File: config.mk
export PLATFORM = sky130hd
export DESIGN_NAME = updown_counter_mod
export DESIGN_NICKNAME = d
export VERILOG_FILES = /design/src/rtl/updown_counter_mod.sv
export SDC_FILE = /design/constraint.sdc
export NUM_CORES = 1
export LEC_CHECK = 0
export ABC_AREA = 0
export ABC_CLOCK_PERIOD_IN_PS = 5600
export CORE_MARGIN = 10
export CORE_UTILIZATION = 40
export DETAILED_ROUTE_END_ITERATION = 8
export HOLD_SLACK_MARGIN = 0.1
export PLACE_DENSITY = 0.65
export SYNTH_ARGS = -nofsm -noshare
export SYNTH_HDL_FRONTEND = slang
export SYNTH_SLANG_ARGS = --single-unit
File: constraint.sdc
create_clock -name clk_i -period 5.6 [get_ports clk_i]
set_clock_uncertainty 0.15 [all_clocks]
set_input_delay 0.56 -clock clk_i [delete_from_list [all_inputs] [get_ports clk_i]]
set_output_delay 0.56 -clock clk_i [all_outputs]
set_load 0.01 [all_outputs]
File: src/rtl/updown_counter_mod.sv
// Modulo-N up/down counter with programmable step, clamped parallel load,
// terminal-count pulses and sticky flags. Define CNT_SAT_EN for the saturating build.
module updown_counter_mod #(
    parameter int unsigned      WIDTH   = 32,
    parameter int unsigned      STEP_W  = 4,
    parameter logic [WIDTH-1:0] MAX_VAL = {WIDTH{1'b1}}
) (
    input  logic              clk_i,
    input  logic              reset_ni,
    input  logic              en_i,
    input  logic [1:0]        up_down_i,
    input  logic [STEP_W-1:0] step_i,
    input  logic [WIDTH-1:0]  load_val_i,
    input  logic              clr_flags_i,
    output logic [WIDTH-1:0]  count_o,
    output logic              tc_up_o,
    output logic              tc_dn_o,
    output logic              ovf_o,
    output logic              unf_o
);

    typedef enum logic [1:0] {
        MODE_HOLD = 2'b00,
        MODE_UP   = 2'b01,
        MODE_DOWN = 2'b10,
        MODE_LOAD = 2'b11
    } mode_e;

    logic [WIDTH-1:0] count_q, count_d;
    logic             tc_up_q, tc_up_d;
    logic             tc_dn_q, tc_dn_d;
    logic             ovf_q, ovf_d;
    logic             unf_q, unf_d;

    logic [WIDTH:0]   count_ext_s;
    logic [WIDTH:0]   step_ext_s;
    logic [WIDTH:0]   max_ext_s;
    logic [WIDTH:0]   sum_s;
    logic [WIDTH:0]   diff_s;
    mode_e            mode_s;

    // Clamp an out-of-range load value to the top of the count range.
    function automatic logic [WIDTH-1:0] clamp_load(input logic [WIDTH-1:0] v);
        logic [WIDTH-1:0] r;
        if (v > MAX_VAL) begin
            r = MAX_VAL;
        end else begin
            r = v;
        end
        return r;
    endfunction

    assign mode_s      = mode_e'(up_down_i);
    assign count_ext_s = {1'b0, count_q};
    assign step_ext_s  = {{(WIDTH + 1 - STEP_W){1'b0}}, step_i};
    assign max_ext_s   = {1'b0, MAX_VAL};
    assign sum_s       = count_ext_s + step_ext_s;
    assign diff_s      = count_ext_s - step_ext_s;

`ifndef CNT_SAT_EN
    // Wrap results: modulus is MAX_VAL+1, kept one bit wider than the count.
    localparam logic [WIDTH:0] MOD_VAL = {1'b0, MAX_VAL} + {{WIDTH{1'b0}}, 1'b1};
    logic [WIDTH:0] wrap_up_s;
    logic [WIDTH:0] wrap_dn_s;
    assign wrap_up_s = sum_s - MOD_VAL;
    assign wrap_dn_s = count_ext_s + MOD_VAL - step_ext_s;
`endif

    // Next count, crossing pulses and sticky flags; a crossing beats clr_flags.
    always_comb begin
        count_d = count_q;
        tc_up_d = 1'b0;
        tc_dn_d = 1'b0;
        ovf_d   = ovf_q & ~clr_flags_i;
        unf_d   = unf_q & ~clr_flags_i;
        case (mode_s)
            MODE_LOAD: begin
                count_d = clamp_load(load_val_i);
            end
            MODE_UP: begin
                if (!en_i) begin
                    count_d = count_q;
                end else if (sum_s > max_ext_s) begin
`ifdef CNT_SAT_EN
                    count_d = MAX_VAL;
`else
                    count_d = wrap_up_s[WIDTH-1:0];
`endif
                    tc_up_d = 1'b1;
                    ovf_d   = 1'b1;
                end else begin
                    count_d = sum_s[WIDTH-1:0];
                end
            end
            MODE_DOWN: begin
                if (!en_i) begin
                    count_d = count_q;
                end else if (step_ext_s > count_ext_s) begin
`ifdef CNT_SAT_EN
                    count_d = {WIDTH{1'b0}};
`else
                    count_d = wrap_dn_s[WIDTH-1:0];
`endif
                    tc_dn_d = 1'b1;
                    unf_d   = 1'b1;
                end else begin
                    count_d = diff_s[WIDTH-1:0];
                end
            end
            MODE_HOLD: begin
                count_d = count_q;
            end
            default: begin
                count_d = count_q;
            end
        endcase
    end

    // State and output registers.
    always_ff @(posedge clk_i or negedge reset_ni) begin
        if (!reset_ni) begin
            count_q <= {WIDTH{1'b0}};
            tc_up_q <= 1'b0;
            tc_dn_q <= 1'b0;
            ovf_q   <= 1'b0;
            unf_q   <= 1'b0;
        end else begin
            count_q <= count_d;
            tc_up_q <= tc_up_d;
            tc_dn_q <= tc_dn_d;
            ovf_q   <= ovf_d;
            unf_q   <= unf_d;
        end
    end

    assign count_o = count_q;
    assign tc_up_o = tc_up_q;
    assign tc_dn_o = tc_dn_q;
    assign ovf_o   = ovf_q;
    assign unf_o   = unf_q;

endmodule

==> reports/results.ini, run 1 <==
[cells_and_area]
nets = 566
antennaDiodeCount = 0
post-route-util_pct = 51.4
areaGrowthSynthToFinish_pct = 25.2
post-route-cell-area_sq_um = 4460
layout_commonest_cell = clkdlybuf4s50_1
mostFrequentLayoutCells = clkdlybuf4s50_1, o21ai_0, nand2_1, dfrtp_1, nor2_1
drive_gt1_share_pct = 5.86

[synth]
yosys_register_bits = 36
synthTopCellsByArea = dfrtp_1, o21ai_0, xor2_1, nand2_1, ha_1
synth_net_count = 517
yosys_most_used_dff = dfrtp_1
ys_seq_area_share_pct = 25.3
syn_area_sq_um = 3560
syn_inst = 462
synth_top_area_share_pct = 25.3
yosys.cell_types.count = 68
post_synth.cell_area_avg_sq_um = 7.71
ys.warnings.count = 0
synth_async_sr_flop_share_pct = 100
synth_area_leader_cell = dfrtp_1
synth_enable_flop_cells = 0

[global_routing]
grt_max_degree = 42
grt_usage_pct = 17.4
first_pass_grt_wire_length_um = 18800
first_global_vias = 3612
initial_antenna_violation_count = 0
gr-total-overflow = 0

[clock_tree]
root_buffer = clkbuf_8
insertion_delay_ns = 0.30
cts.path.max_buffers = 2
path_clk_slew_ns = 0.09
cts_hold_repair.buffers = 0
cts-htree-levels = 2
tritoncts.num_buffers = 5
post_cts_resize_count = 0
tritoncts_clock_tree = yes
clk_sink_count = 36
cts_setup_buffers = 0

[critical_path]
slowest_delay_ns = 0.60
critical_path.slowest_cell = a2111o_1
crit_path_max_fanout = 9
crit_path_start_kind = input pin
critical_path_class = input pin to register
worst_path_dominant_cell_family = compound AO/OA/AOI/OAI gates
crit_arrival_ns = 3.55
reg2reg_slack_ns = 2.36
crit_required_ns = 5.63
worst_r2r_endpoint = count_o[24]$_DFFE_PN0P_
ff2ff_path_depth = 10
timing.critical_path.to_type = register
worstPathCellList = clkdlybuf4s50_1 > ha_1 > inv_1 > fa_1 > a21o_1 > a2111o_1 > nor3_4 > a211oi_1 > a2111oi_2 > nor3_1
crit-reg2reg-launch = count_o[0]$_DFFE_PN0P_
critical_path_buf_inv_count = 2

[routing]
drcViolationCount = 0
ant_nets = 0
firstDrtPassIters = 5
wl_um = 11800
drtIter0Drc = 276
route.detailed.wl_per_inst_um = 19.0
dr_total_vias = 3831
vias_per_cell = 6.18

[placement]
gp_congestion = 0.837
hpwlAfterDp_um = 8130
placed_area_sq_um = 4350
io_buffers = 77

[die]
design.portCount = 78
placeableCoreArea_sq_um = 8680
num_rows = 34
initial_utilization_pct = 41.0
die_area_sq_um = 13100
die_x_um = 114
die_h_um = 114

[sta]
post-route-min-period_ns = 3.52
tightest_slew_ns = 1.16
hold_viol_final = 0
slew_limit_headroom_pct = 22.5
final-max-slew-violation-count = 0
fmax_mhz = 284
rsz0062_at_grt = false
count_of_endpoints_failing_setup_in_the_final_report = 0
finalCritPeriodShare_pct = 62.9
finalSetupTns_ns = 0

[outcome]
outcome = completed

[pwr]
max-vdd-ir-drop_mv = 0.148
finalPower_mw = 1.18
leakage_nw = 1.75
power_density_nw_per_um2 = 264

[job]
max_cap_viol_count = 0

[hold_path]
hp-class = input pin to asynchronous set/reset pin

[worst register-to-register path, cell delays in order (launching register included)]
cell	delay, ns
dfrtp_1	0.42
inv_1	0.06
ha_1	0.15
inv_1	0.05
fa_1	0.41
a21o_1	0.25
a2111o_1	0.60
nor3_4	0.44
a211oi_1	0.17
a2111oi_2	0.32
nor3_1	0.10
[metal layers]
layer / global-route usage (%) / part of all wire (%)
met5: 0 / 0
met4: 4.26 / 0.81
met3: 2.94 / 8.2
met2: 28.4 / 47
met1: 23.2 / 44
[stage by stage]
stage / setup WS (ns) / hold WS [ns] / std cells
global route: 1.96 / 0.309 / 620
global placement: 1.84 / 0.314 / 612
detailed placement: 1.77 / 0.322 / 612
finish: 2.08 / 0.233 / 620
CTS: 2.07 / 0.272 / 620
floorplan: 2.64 / 0.114 / 462
[flip-flops by register name, summed over array words and instances (netlist names)]
signal   flops
unf_o        1
tc_dn_o      1
tc_up_o      1
count_o     32
ovf_o        1
[cells by family (layout without fill, tap and decap cells)]
family,after synthesis,after routing,synth area share (%)
simple gates,163,163,24.4
compound gates,151,151,29.4
buf+inv,65,115,7.41
flops,36,36,25.3
xor+xnor,32,32,7.87
fa+ha+maj,13,13,4.99
mux,2,2,0.597
[layout make-up]
type                            count  area [sq um]
Timing Repair Buffer               85           826
Fill cell                         870          4220
Tap cell                          108           135
Multi-Input combinational cell    361          2410
Inverter                           22          82.6
Clock buffer                        6          72.6
Sequential cell                    36           901
Clock inverter                      2          35.0
[synth_stat cells (all sizes together) (4+ instances only)]
library cell,count
a21o,4
a221oi,15
nor2b,8
o21ai,46
or3,9
dfrtp,36
o31ai,11
o221ai,4
xor2,24
buf,9
and4,5
a2111oi,7
xnor2,8
nor4,8
a21oi,19
nor3,22
ha,11
nor2,30
nand3,12
nand4,9
a211oi,6
a31oi,5
inv,21
clkbuf,34
and3,5
nand2,42
[power breakdown]
part | total, mW | switching (mW) | internal, mW
Clock | 0.243 | 0.110 | 0.133
Sequential | 0.416 | 0.111 | 0.305
Combinational | 0.517 | 0.267 | 0.250
[worst max path at each step]
stage / from / end / slack (ns) / cells past startpoint
6_report: step_i[0] / count_o[24]$_DFFE_PN0P_ / 2.08 / 10
5_1_grt: step_i[0] / count_o[24]$_DFFE_PN0P_ / 1.96 / 10
4_1_cts: step_i[0] / count_o[24]$_DFFE_PN0P_ / 2.07 / 10
3_5_place_dp: step_i[0] / count_o[24]$_DFFE_PN0P_ / 1.77 / 10
3_3_place_gp: step_i[0] / count_o[24]$_DFFE_PN0P_ / 1.84 / 10
2_1_floorplan: step_i[0] / count_o[26]$_DFFE_PN0P_ / 2.64 / 10
Power figures use the tool's default switching activity.
==> run 2: changes to the inputs <==
Settings changed: ABC_CLOCK_PERIOD_IN_PS 5600 to 2930, PLACE_DENSITY 0.65 to 0.67.
Clock period 5.6 ns to 2.93 ns, I/O delays scaled along.
==> run 2 against run 1 <==
Against the previous run:
- total power rose by 100%
- hold slack better by 0.10 ns
- cell area rose by 14%
- clock power is 50% higher
==> reports/results.ini, run 2 (synthesis results as in run 1) <==
[outcome]
outcome = completed

[critical_path]
crit_path_start_kind = register
crit_required_ns = 2.97  ; -2.66 ns
crit_arrival_ns = 2.90  ; -0.65 ns
crit_path_max_fanout = 5  ; -4
worst_r2r_endpoint = count_o[26]$_DFFE_PN0P_
timing.critical_path.to_type = register
cp-startpoint = count_o[0]$_DFFE_PN0P_
reg2reg_slack_ns = 0.07  ; -2.29 ns
crit-reg2reg-launch = count_o[0]$_DFFE_PN0P_
ff2ff_path_depth = 10  ; unchanged
critical_path_class = register to register

[cells_and_area]
areaGrowthSynthToFinish_pct = 42.5
post-route-util_pct = 58.5  ; +7.1 points
layout_commonest_cell = clkdlybuf4s50_1
nets = 627  ; +11%
largest_register_ff_count = 32  ; unchanged
fillers = 823  ; -5.4%
layout.cells.non_filler = 680  ; +9.7%
post-route-cell-area_sq_um = 5080  ; +14%
drive_gt1_share_pct = 20.5  ; +15 points
mostFrequentLayoutCells = clkdlybuf4s50_1, buf_4, nand2_1, dfrtp_1, o21ai_0
antennaDiodeCount = 0  ; unchanged
layout.area.seq_sq_um = 901  ; unchanged
area_taken_by_multi_input_logic_gates_sq_um = 2580  ; +7.0%

[global_routing]
initial_antenna_violation_count = 0  ; unchanged
gr-total-overflow = 0  ; unchanged
first_global_vias = 4183  ; +16%
first_pass_grt_wire_length_um = 21000  ; +12%
grt_usage_pct = 19.4  ; +2.0 points
grt_max_degree = 37  ; -12%

[hold_path]
holdPathStages = 1
worst_min_path_start = unf_o$_DFF_PN0_
hp-class = register to register
hold_end = unf_o$_DFF_PN0_

[sta]
hold_viol_final = 0  ; unchanged
slew_limit_headroom_pct = 38.7  ; +16 points
finalCritPeriodShare_pct = 97.6
rsz0062_at_grt = true
tightest_slew_ns = 0.919  ; -0.241 ns
post-route-min-period_ns = 2.86
fmax_mhz = 350
count_of_endpoints_failing_setup_in_the_final_report = 0  ; unchanged
final-max-slew-violation-count = 0  ; unchanged

[die]
die_x_um = 114  ; unchanged
initial_utilization_pct = 41.0  ; unchanged
die_area_sq_um = 13100  ; unchanged
num_rows = 34  ; unchanged
design.portCount = 78  ; unchanged
die_h_um = 114  ; unchanged
placeableCoreArea_sq_um = 8680  ; unchanged

[routing]
ant_nets = 0  ; unchanged
dr_total_vias = 4159  ; +8.6%
vias_per_cell = 6.12  ; -1.0%
wl_um = 13100  ; +11%
drtIter0Drc = 295  ; +6.9%
firstDrtPassIters = 7  ; +2
drcViolationCount = 0  ; unchanged
route.detailed.wl_per_inst_um = 19.2  ; +1.5%

[pwr]
max-vdd-ir-drop_mv = 0.201  ; +36%
leakage_nw = 2.08  ; +19%
finalPower_mw = 2.40  ; +100%
power_density_nw_per_um2 = 472  ; +79%

[clock_tree]
cts.path.max_buffers = 2  ; unchanged
clk_sink_count = 36  ; unchanged
tritoncts_clock_tree = yes
tritoncts.num_buffers = 5  ; unchanged
cts-htree-levels = 2  ; unchanged
insertion_delay_ns = 0.30  ; about the same
path_clk_slew_ns = 0.08  ; about the same
root_buffer = clkbuf_8

[placement]
placed_area_sq_um = 4720  ; +8.5%
io_buffers = 77  ; unchanged
gp_congestion = 0.890  ; +6.4%
placed_cells = 662  ; +8.2%
hpwlAfterDp_um = 9340  ; +15%

[job]
max_cap_viol_count = 0  ; unchanged

-- run 2: cell types whose count changed in the layout (fill, tap and decap cells not counted), moves of 3 or more --
cell      previous run  this run
buf_4                8        64
o21ai_0             44        35
o21ai_1              2        11
a221oi_1            15        11
a221oi_2             0         4
buf_6                0         4
nor2_1              30        26
nor4_1               7         3
nor2_2               0         3
nor4_2               0         3
o41ai_1              3         0
o41ai_2              0         3
-- run 2: per-stage QoR --
step	setup slack, ns	hold slack [ns]	setup TNS, ns
finish	0.0716	0.335	0
floorplan	0.0400	-0.153	0
CTS	0.0143	0.339	0
detailed placement	-0.472	0.321	-7.67
global route	-0.0300	0.365	-0.0960
global placement	-0.412	0.314	-6.24
-- run 2: where the power goes --
part | leakage [nW] | switching (mW) | internal, mW
combinational | 1.59 | 0.645 | 0.627
clock | 0.0410 | 0.202 | 0.162
sequential | 0.452 | 0.178 | 0.583
total | 2.08 | 1.02 | 1.37
-- run 2: per-layer routing --
layer	track usage (%)	vias to the layer above	share of wire, %	routed length, um
li1	-	1931	-	-
met1	24.0	2023	41	5410
met2	32.6	187	50	6510
met3	4.09	18	7.9	1040
met4	6.27	0	1.0	133
met5	0	-	0	0
-- run 2: critical path: stages (launching register included) --
cell	delay (ns)
dfrtp_1	0.38
inv_1	0.06
ha_2	0.17
inv_2	0.04
fa_2	0.34
a21o_1	0.20
a2111o_2	0.59
nor3_4	0.23
a21o_1	0.19
a41oi_2	0.11
a221o_1	0.28
-- run 2: worst max-delay path by stage --
stage,to,cells after the start
finish,count_o[26]$_DFFE_PN0P_,10
global route,count_o[17]$_DFFE_PN0P_,9
CTS,count_o[26]$_DFFE_PN0P_,10
detailed placement,count_o[26]$_DFFE_PN0P_,10
global placement,count_o[26]$_DFFE_PN0P_,10
floorplan,count_o[26]$_DFFE_PN0P_,11
-- run 2: final cells by class --
cell class,instances,share of cell area [%]
Clock buffer,6,1.43
Clock inverter,1,0.0986
Inverter,22,1.63
Tap cell,108,2.66
Timing Repair Buffer,146,25.7
Multi-Input combinational cell,361,50.8
Sequential cell,36,17.7
-- run 2: what timing repair did --
| item | CTS | global route |
|---|---|---|
| endpoints found under the hold margin | 36 | 0 |
| pin swaps | 6 | 18 |
| gates resized for setup | 1 | 47 |
| setup endpoints to repair | 14 | 23 |
| buffers inserted | 2 | 8 |
| hold buffers | 1 | 0 |
